`config.mk`:
```
export PLATFORM = sky130hd
export DESIGN_NAME = voice_sequencer
export DESIGN_NICKNAME = d
export VERILOG_FILES = /design/src/rtl/audio_pkg.sv /design/src/rtl/phase_wrap_add.sv /design/src/rtl/voice_sequencer.sv
export SDC_FILE = /design/constraint.sdc
export NUM_CORES = 1
export LEC_CHECK = 0
export BUFFER_PORTS_ARGS = -buffer_cell sky130_fd_sc_hd__buf_2
export CORE_MARGIN = 2
export CORE_UTILIZATION = 50
export CTS_BUF_LIST = sky130_fd_sc_hd__clkbuf_8
export CTS_CLUSTER_DIAMETER = 30
export DETAILED_ROUTE_END_ITERATION = 12
export PLACE_DENSITY = 0.66
export SYNTH_ARGS = -nofsm -noshare
export SYNTH_HDL_FRONTEND = slang
export SYNTH_HIERARCHICAL = 1
export SYNTH_SLANG_ARGS = --single-unit
```
`constraint.sdc`:
```
create_clock -name clk -period 6.8 [get_ports clk]
set_input_delay 0.68 -clock clk [delete_from_list [all_inputs] [get_ports clk]]
set_output_delay 0.68 -clock clk [all_outputs]
set_load 0.05 [all_outputs]
```
`src/rtl/audio_pkg.sv`:
```
// Shared constants for the triangle-voice sequencer: voice count default,
// phase wrap point, the phase slice used as the voice level, and FSM encoding.
package audio_pkg;

  localparam int NUM_VOICES_DEF = 8;

  localparam logic [31:0] PHASE_MAX = 32'h1000_0000;

  localparam int PH_HI   = 27;
  localparam int PH_LO   = 8;
  localparam int PH_BITS = PH_HI - PH_LO + 1;

  localparam logic [1:0] ST_IDLE  = 2'd0;
  localparam logic [1:0] ST_ACCUM = 2'd1;
  localparam logic [1:0] ST_OUT   = 2'd2;

endpackage

```
`src/rtl/phase_wrap_add.sv`:
```
// Combinational phase step: phase + increment, folded back once at PHASE_MAX.
// The add is one bit wider than the phase so a carry can never be lost.
module phase_wrap_add
  import audio_pkg::*;
#(
  parameter int PHASE_W = 32
) (
  input  logic [PHASE_W-1:0] phase_i,
  input  logic [PHASE_W-1:0] inc_i,
  output logic [PHASE_W-1:0] sum_o
);

  localparam logic [PHASE_W:0] MAX_EXT = (PHASE_W + 1)'(PHASE_MAX);

  logic [PHASE_W:0] raw_sum;
  logic [PHASE_W:0] folded;
  logic             unused_msb;

  assign raw_sum = {1'b0, phase_i} + {1'b0, inc_i};
  assign folded  = (raw_sum >= MAX_EXT) ? (raw_sum - MAX_EXT) : raw_sum;
  assign {unused_msb, sum_o} = folded;

endmodule

```
`src/rtl/voice_sequencer.sv`:
```
// Time-multiplexed triangle-voice mixer: one voice per cycle through a single
// shared phase adder, producing one mixed sample per sample_req.
module voice_sequencer
  import audio_pkg::*;
#(
  parameter int NUM_VOICES = NUM_VOICES_DEF,
  parameter int PHASE_W    = 32,
  parameter int SAMPLE_W   = 24
) (
  input  logic                          clk,
  input  logic                          reset,
  input  logic                          sample_req,
  input  logic [NUM_VOICES-1:0]         voice_en,
  input  logic                          inc_wr,
  input  logic [$clog2(NUM_VOICES)-1:0] inc_idx,
  input  logic [PHASE_W-1:0]            inc_data,
  output logic [SAMPLE_W-1:0]           sample_out,
  output logic                          sample_valid,
  input  logic                          sample_ready,
  output logic                          busy,
  output logic                          overrun
);

  localparam int IDX_W = $clog2(NUM_VOICES);

  logic [1:0]            state_q, state_d;
  logic [IDX_W-1:0]      v_q, v_d;
  logic [NUM_VOICES-1:0] snap_q, snap_d;
  logic [SAMPLE_W-1:0]   sum_q, sum_d;
  logic [SAMPLE_W-1:0]   out_q, out_d;
  logic                  valid_q, valid_d;

  logic [PHASE_W-1:0]    phase_q [NUM_VOICES];
  logic [PHASE_W-1:0]    inc_q   [NUM_VOICES];

  logic [PHASE_W-1:0]    phase_cur, inc_cur, phase_nxt;
  logic [SAMPLE_W-1:0]   contrib, sum_acc;
  logic                  xfer, accept, last_voice;

  assign phase_cur = phase_q[v_q];
  assign inc_cur   = inc_q[v_q];

  phase_wrap_add #(.PHASE_W(PHASE_W)) u_wrap_add (
    .phase_i (phase_cur),
    .inc_i   (inc_cur),
    .sum_o   (phase_nxt)
  );

  // Level is taken from the phase before this sample's advance.
  assign contrib    = snap_q[v_q] ? SAMPLE_W'(phase_cur[PH_HI:PH_LO]) : '0;
  assign sum_acc    = sum_q + contrib;
  assign last_voice = (v_q == IDX_W'(NUM_VOICES - 1));

  assign xfer   = valid_q && sample_ready;
  assign accept = sample_req && ((state_q == ST_IDLE) || ((state_q == ST_OUT) && xfer));

  assign overrun      = !reset && sample_req &&
                        ((state_q == ST_ACCUM) || ((state_q == ST_OUT) && !xfer));
  assign busy         = (state_q != ST_IDLE);
  assign sample_out   = out_q;
  assign sample_valid = valid_q;

  always_comb begin
    state_d = state_q;
    v_d     = v_q;
    snap_d  = snap_q;
    sum_d   = sum_q;
    out_d   = out_q;
    valid_d = valid_q;
    case (state_q)
      ST_IDLE: ;
      ST_ACCUM: begin
        sum_d = sum_acc;
        v_d   = v_q + 1'b1;
        if (last_voice) begin
          state_d = ST_OUT;
          out_d   = sum_acc >> 2;
          valid_d = 1'b1;
        end
      end
      ST_OUT: begin
        if (xfer) begin
          valid_d = 1'b0;
          state_d = ST_IDLE;
        end
      end
      default: state_d = ST_IDLE;
    endcase
    // A request on the transfer cycle chains straight into the next sample.
    if (accept) begin
      state_d = ST_ACCUM;
      snap_d  = voice_en;
      sum_d   = '0;
      v_d     = '0;
    end
  end

  always_ff @(posedge clk) begin
    if (reset) begin
      state_q <= ST_IDLE;
      v_q     <= '0;
      snap_q  <= '0;
      sum_q   <= '0;
      out_q   <= '0;
      valid_q <= 1'b0;
    end else begin
      state_q <= state_d;
      v_q     <= v_d;
      snap_q  <= snap_d;
      sum_q   <= sum_d;
      out_q   <= out_d;
      valid_q <= valid_d;
    end
  end

  // Only phase[v] moves per cycle, so every voice still advances once per sample.
  always_ff @(posedge clk) begin
    if (reset) begin
      for (int i = 0; i < NUM_VOICES; i++) begin
        phase_q[i] <= '0;
        inc_q[i]   <= '0;
      end
    end else begin
      if (state_q == ST_ACCUM) phase_q[v_q] <= phase_nxt;
      if (inc_wr) inc_q[inc_idx] <= inc_data;
    end
  end

endmodule

```
# == Word-level counts from Yosys, hierarchy flattened ==
# Memories as Yosys holds them, arrays and structs flattened. A register that Yosys moved wholly into a read port is not among the register bits.
# Index checks and enable logic that the tools add are counted.
# totals
register_bits,60
latch_bits,0
mem_bits_rw,512
rom_bits,0
elab_cells,73
mem_count,2
# op_classes
add_sub_neg,4
multipliers,0
div,0
order_cmp,2
eq_ne,8
n_shift,0
n_mux,29
bitwise_logic,1
n_reduce_logical,20
# mem_list
name,depth,width,read_ports,rd_clocked_by_memory_dff,wr,line_no,rtl
inc_q,8,32,1,1,8,voice_sequencer.sv:34,logic [PHASE_W-1:0] inc_q [NUM_VOICES];
phase_q,8,32,1,1,8,voice_sequencer.sv:33,logic [PHASE_W-1:0] phase_q [NUM_VOICES];
# ops
operator,count
two-way mux 32 bit,3
OR reduction 32 bit,2
adder 32 x 32 -> 33 bit,1
"greater-or-equal comparator 33 x 29 -> 1 bit, second input constant",1
"subtractor 32 x 29 -> 32 bit, second input constant",1
adder 24 x 20 -> 24 bit,1
two-way mux 20 bit,1
two-way mux 3 bit,6
two-way mux 1 bit,14
AND reduction 3 bit,3
logical AND 1 bit,6
"inequality test 2 bit, second input constant",3
"inequality test 3 bit, second input constant",2
one-hot mux 2 bit (3 select lines),1
"less-than comparator 3 x 4 -> 1 bit, second input constant",1
two-way mux 2 bit,2
nonzero test 2 bit,2
"adder 3 x 1 -> 3 bit, second input constant",1
binary-select mux 1 bit (select 3 bit),1
"equality test 3 bit, second input constant",1
"equality test 2 x 1 -> 1 bit, second input constant",1
"equality test 2 bit, second input constant",1
logical NOT 1 bit,2
logical NOT 2 bit,1
other kinds (5),6

# == Depth between registers and ports, before layout ==
# logic_depth
depth_word,6
mapped_depth,16
depth_no_buf,13

# == Cells and area by module ==
# The synthesis kept the hierarchy.
# modules_own_cells
mod,instances,cells_per_inst,area_per_inst_um2
voice_sequencer,1,1819,26497.9
phase_wrap_add,1,320,2193.4

# == Worst setup path before layout ==
# Ideal clock, no wire load.
# synth_timing
path_kind,register to register
from,register (tool-made name)
to,memory phase_q[0][31] (data pin)
setup_ns,0.134
arrival_ns,5.830
required_time_ns,6.666
path_slack_ns,0.837
stages_incl_launch_ff,23
n_path_buf,3
cell_sequence,dfxtp_1 > buf_2 > buf_2 > buf_2 > mux4_2 > mux2_2 > ha_1 > a21oi_1 > o21ai_0 > a2111oi_0 > o21bai_1 > or4_1 > o211ai_1 > ha_1 > nand2_1 > or3_1 > a2111oi_4 > o2111ai_1 > nor4b_2 > nand4bb_1 > or4_4 > a31oi_1 > and2_1
# synth_lines
element,line_no
"end, declared",voice_sequencer.sv:33

==> results by group <==
Floorplanning
  • Initial Util: 50.6%
  • Ports: 75
  • Die height: 229 um
  • Die width: 229 um
  • Die area: 52600 sq um
  • Core footprint: 50200 sq um
  • # rows: 82

STA
  • Headroom to the max-slew limit: 16.5%
  • Final setup viols: 0
  • Slew Limit Fails: 0
  • Final hold violation count: 0
  • RSZ-0062 raised after global routing: false
  • Peak Freq: 206 MHz
  • Final min period: 4.84 ns
  • Fin crit share: 71.2%
  • Clock Skews: 0.0237 ns
  • Hold Worst Slack: 0.217 ns
  • TNS Setup: 0 ns
  • Fin worst setup slack: 1.96 ns
  • Slew @ Worst Pin: 1.23 ns

Clock tree
  • TritonCTS clock tree: yes
  • Worst-Skew Late Latency: 0.71 ns
  • Clock Sinks: 511
  • Deepest clock path buffer count: 3
  • Num CTS Buffers: 109
  • CTS Root Cell: clkbuf_8
  • Post-CTS setup buffer count: 0
  • CTS clk-pin slew, worst paths: 0.06 ns
  • H-tree depth: 3
  • CTS hold repair buffers: 0
  • CTS-repair resized insts: 0

Layout
  • Share of layout cells above drive strength 1: 23.7%
  • Final core utilization: 57.2%
  • Post-layout nets: 2104
  • Area grow syn2layout: 13.0%
  • # diodes: 0
  • Fin area: 28700 sq um
  • Non-filler cells, final: 2767

Detailed routing
  • Drt total wl: 61400 um
  • DR pass1 iterations: 8
  • Initial DRC Count: 1086
  • Drt wl/cell: 22.2 um
  • Vias per cell: 5.70
  • DRC: 0
  • Vias: 15.8k
  • Final ANT Viol Nets: 0

Flow run
  • Maxcap violations: 0

Worst setup path
  • R2R setup slack: 1.96 ns
  • Reg-to-reg critical path endpoint: phase_q[1][21]$_SDFFCE_PN0P_
  • Delay-heaviest family, CP: multiplexers
  • Crit Path Category: flip-flop to flip-flop
  • Crit. End Element: flip-flop
  • Reg2Reg Depth: 11
  • Worst setup SP type: flip-flop
  • Crit path DAT: 5.41 ns
  • Critical-path maximum fanout: 38
  • Most used cell, CP: nor2_1
  • Crit-path cells: buf_12 > mux4_2 > mux2_2 > ha_1 > nand4_1 > nor2_1 > o2111ai_1 > a311oi_1 > nor2_1 > xnor2_1 > and2_1
  • Worst path required time: 7.36 ns
  • Biggest cell delay along the critical path: 0.76 ns
  • Crit path buf inv count: 1
  • Slowest stage cell, crit path: dfxtp_4

Synthesis
  • Cell count after synthesis: 1921
  • Syn_area_per_cell: 13.2 sq um
  • Synth warn: 6
  • Mapped Area: 25400 sq um

Place
  • IO Port Bufs: 68
  • Final Wtd Congestion: 0.859
  • Placed instance area: 26400 sq um
  • Placed Cells: 2565
  • Pre-CTS setup slack: 2.04 ns
  • DP HPWL: 36000 um

Power
  • Total power: 8.01 mW
  • VDD IR max: 0.204 mV
  • Leakage power: 10.5 nW
  • Power Density: 279 nW/um^2

Min path
  • Min-Delay Path Class: primary input to flip-flop
  • Hold path endpoint: snap_q[6]$_SDFFE_PP0P_
  • Worst Hold Launch: voice_en[6]
  • Worst Hold Depth: 3

Global route
  • First-pass GRT wire length: 94300 um
  • Total gr overflow: 0
  • Gr usage total: 23.7%
  • Vias in the first global route: 16.3k
  • Largest net degree at the start of global routing: 52
  • Initial antenna violation count: 2

Status
  • Status: completed
==> flip-flops by register name, summed over array words and instances (netlist names), named ones only <==
name,count
phase_q,224
sum_q,24
sample_out,22
state_q,2
v_q,3
sample_valid,1
inc_q,224
snap_q,8
==> metal layers <==
metal | track usage, % | vias up | wire length (um)
li1 | - | 7238 | -
met1 | 31.2 | 7950 | 25700
met2 | 39.7 | 459 | 30200
met3 | 4.47 | 134 | 3860
met4 | 8.02 | 2 | 1570
met5 | 0 | - | 15
==> power by group <==
part / switching (mW) / internal, mW
clock: 1.47 / 1.95
combinational: 0.628 / 0.354
sequential: 0.0494 / 3.57
==> area by class of cell <==
type                            instances  area [sq um]
Timing Repair Buffer                   95           593
Inverter                               18          67.6
Multi-Input combinational cell       1269         10200
Fill cell                            4074         21500
Clock buffer                          109          1500
Tap cell                              672           841
Sequential cell                       511         14700
Clock inverter                         93           783
==> how the worst max path moves through the flow <==
stage,start,endpoint,slack [ns],cells after the start
5_1_grt,flip-flop,phase_q[6][21]$_SDFFCE_PN0P_,1.70,11
6_report,flip-flop,phase_q[1][21]$_SDFFCE_PN0P_,1.96,11
4_1_cts,flip-flop,phase_q[1][21]$_SDFFCE_PN0P_,1.98,11
3_5_place_dp,flip-flop,phase_q[5][21]$_SDFFCE_PN0P_,2.04,11
3_3_place_gp,flip-flop,phase_q[4][22]$_SDFFCE_PN0P_,2.11,11
2_1_floorplan,flip-flop,phase_q[0][27]$_SDFFCE_PN0P_,2.90,14
==> placed cells by master (no fill, tap or decap), drive strengths merged, types with 19 or more instances in the layout <==
master,instances
clkbuf,109
inv,34
nand3,26
ha,50
o21ai,46
nor2,59
clkinv,56
or2,19
mux4,114
dfxtp,63
mux2,56
a21oi,91
nand2,116
buf,95
edfxtp,448
and2,461
nor2b,23
==> tightest hold or removal path, delay by kind of cell <==
kind,cells,cell delay (ns)
multiplexers,1,0.06
AND/OR/NAND/NOR,1,0.07
buffers and inverters,1,0.08
Note: power is estimated with default switching activity, not from simulation.
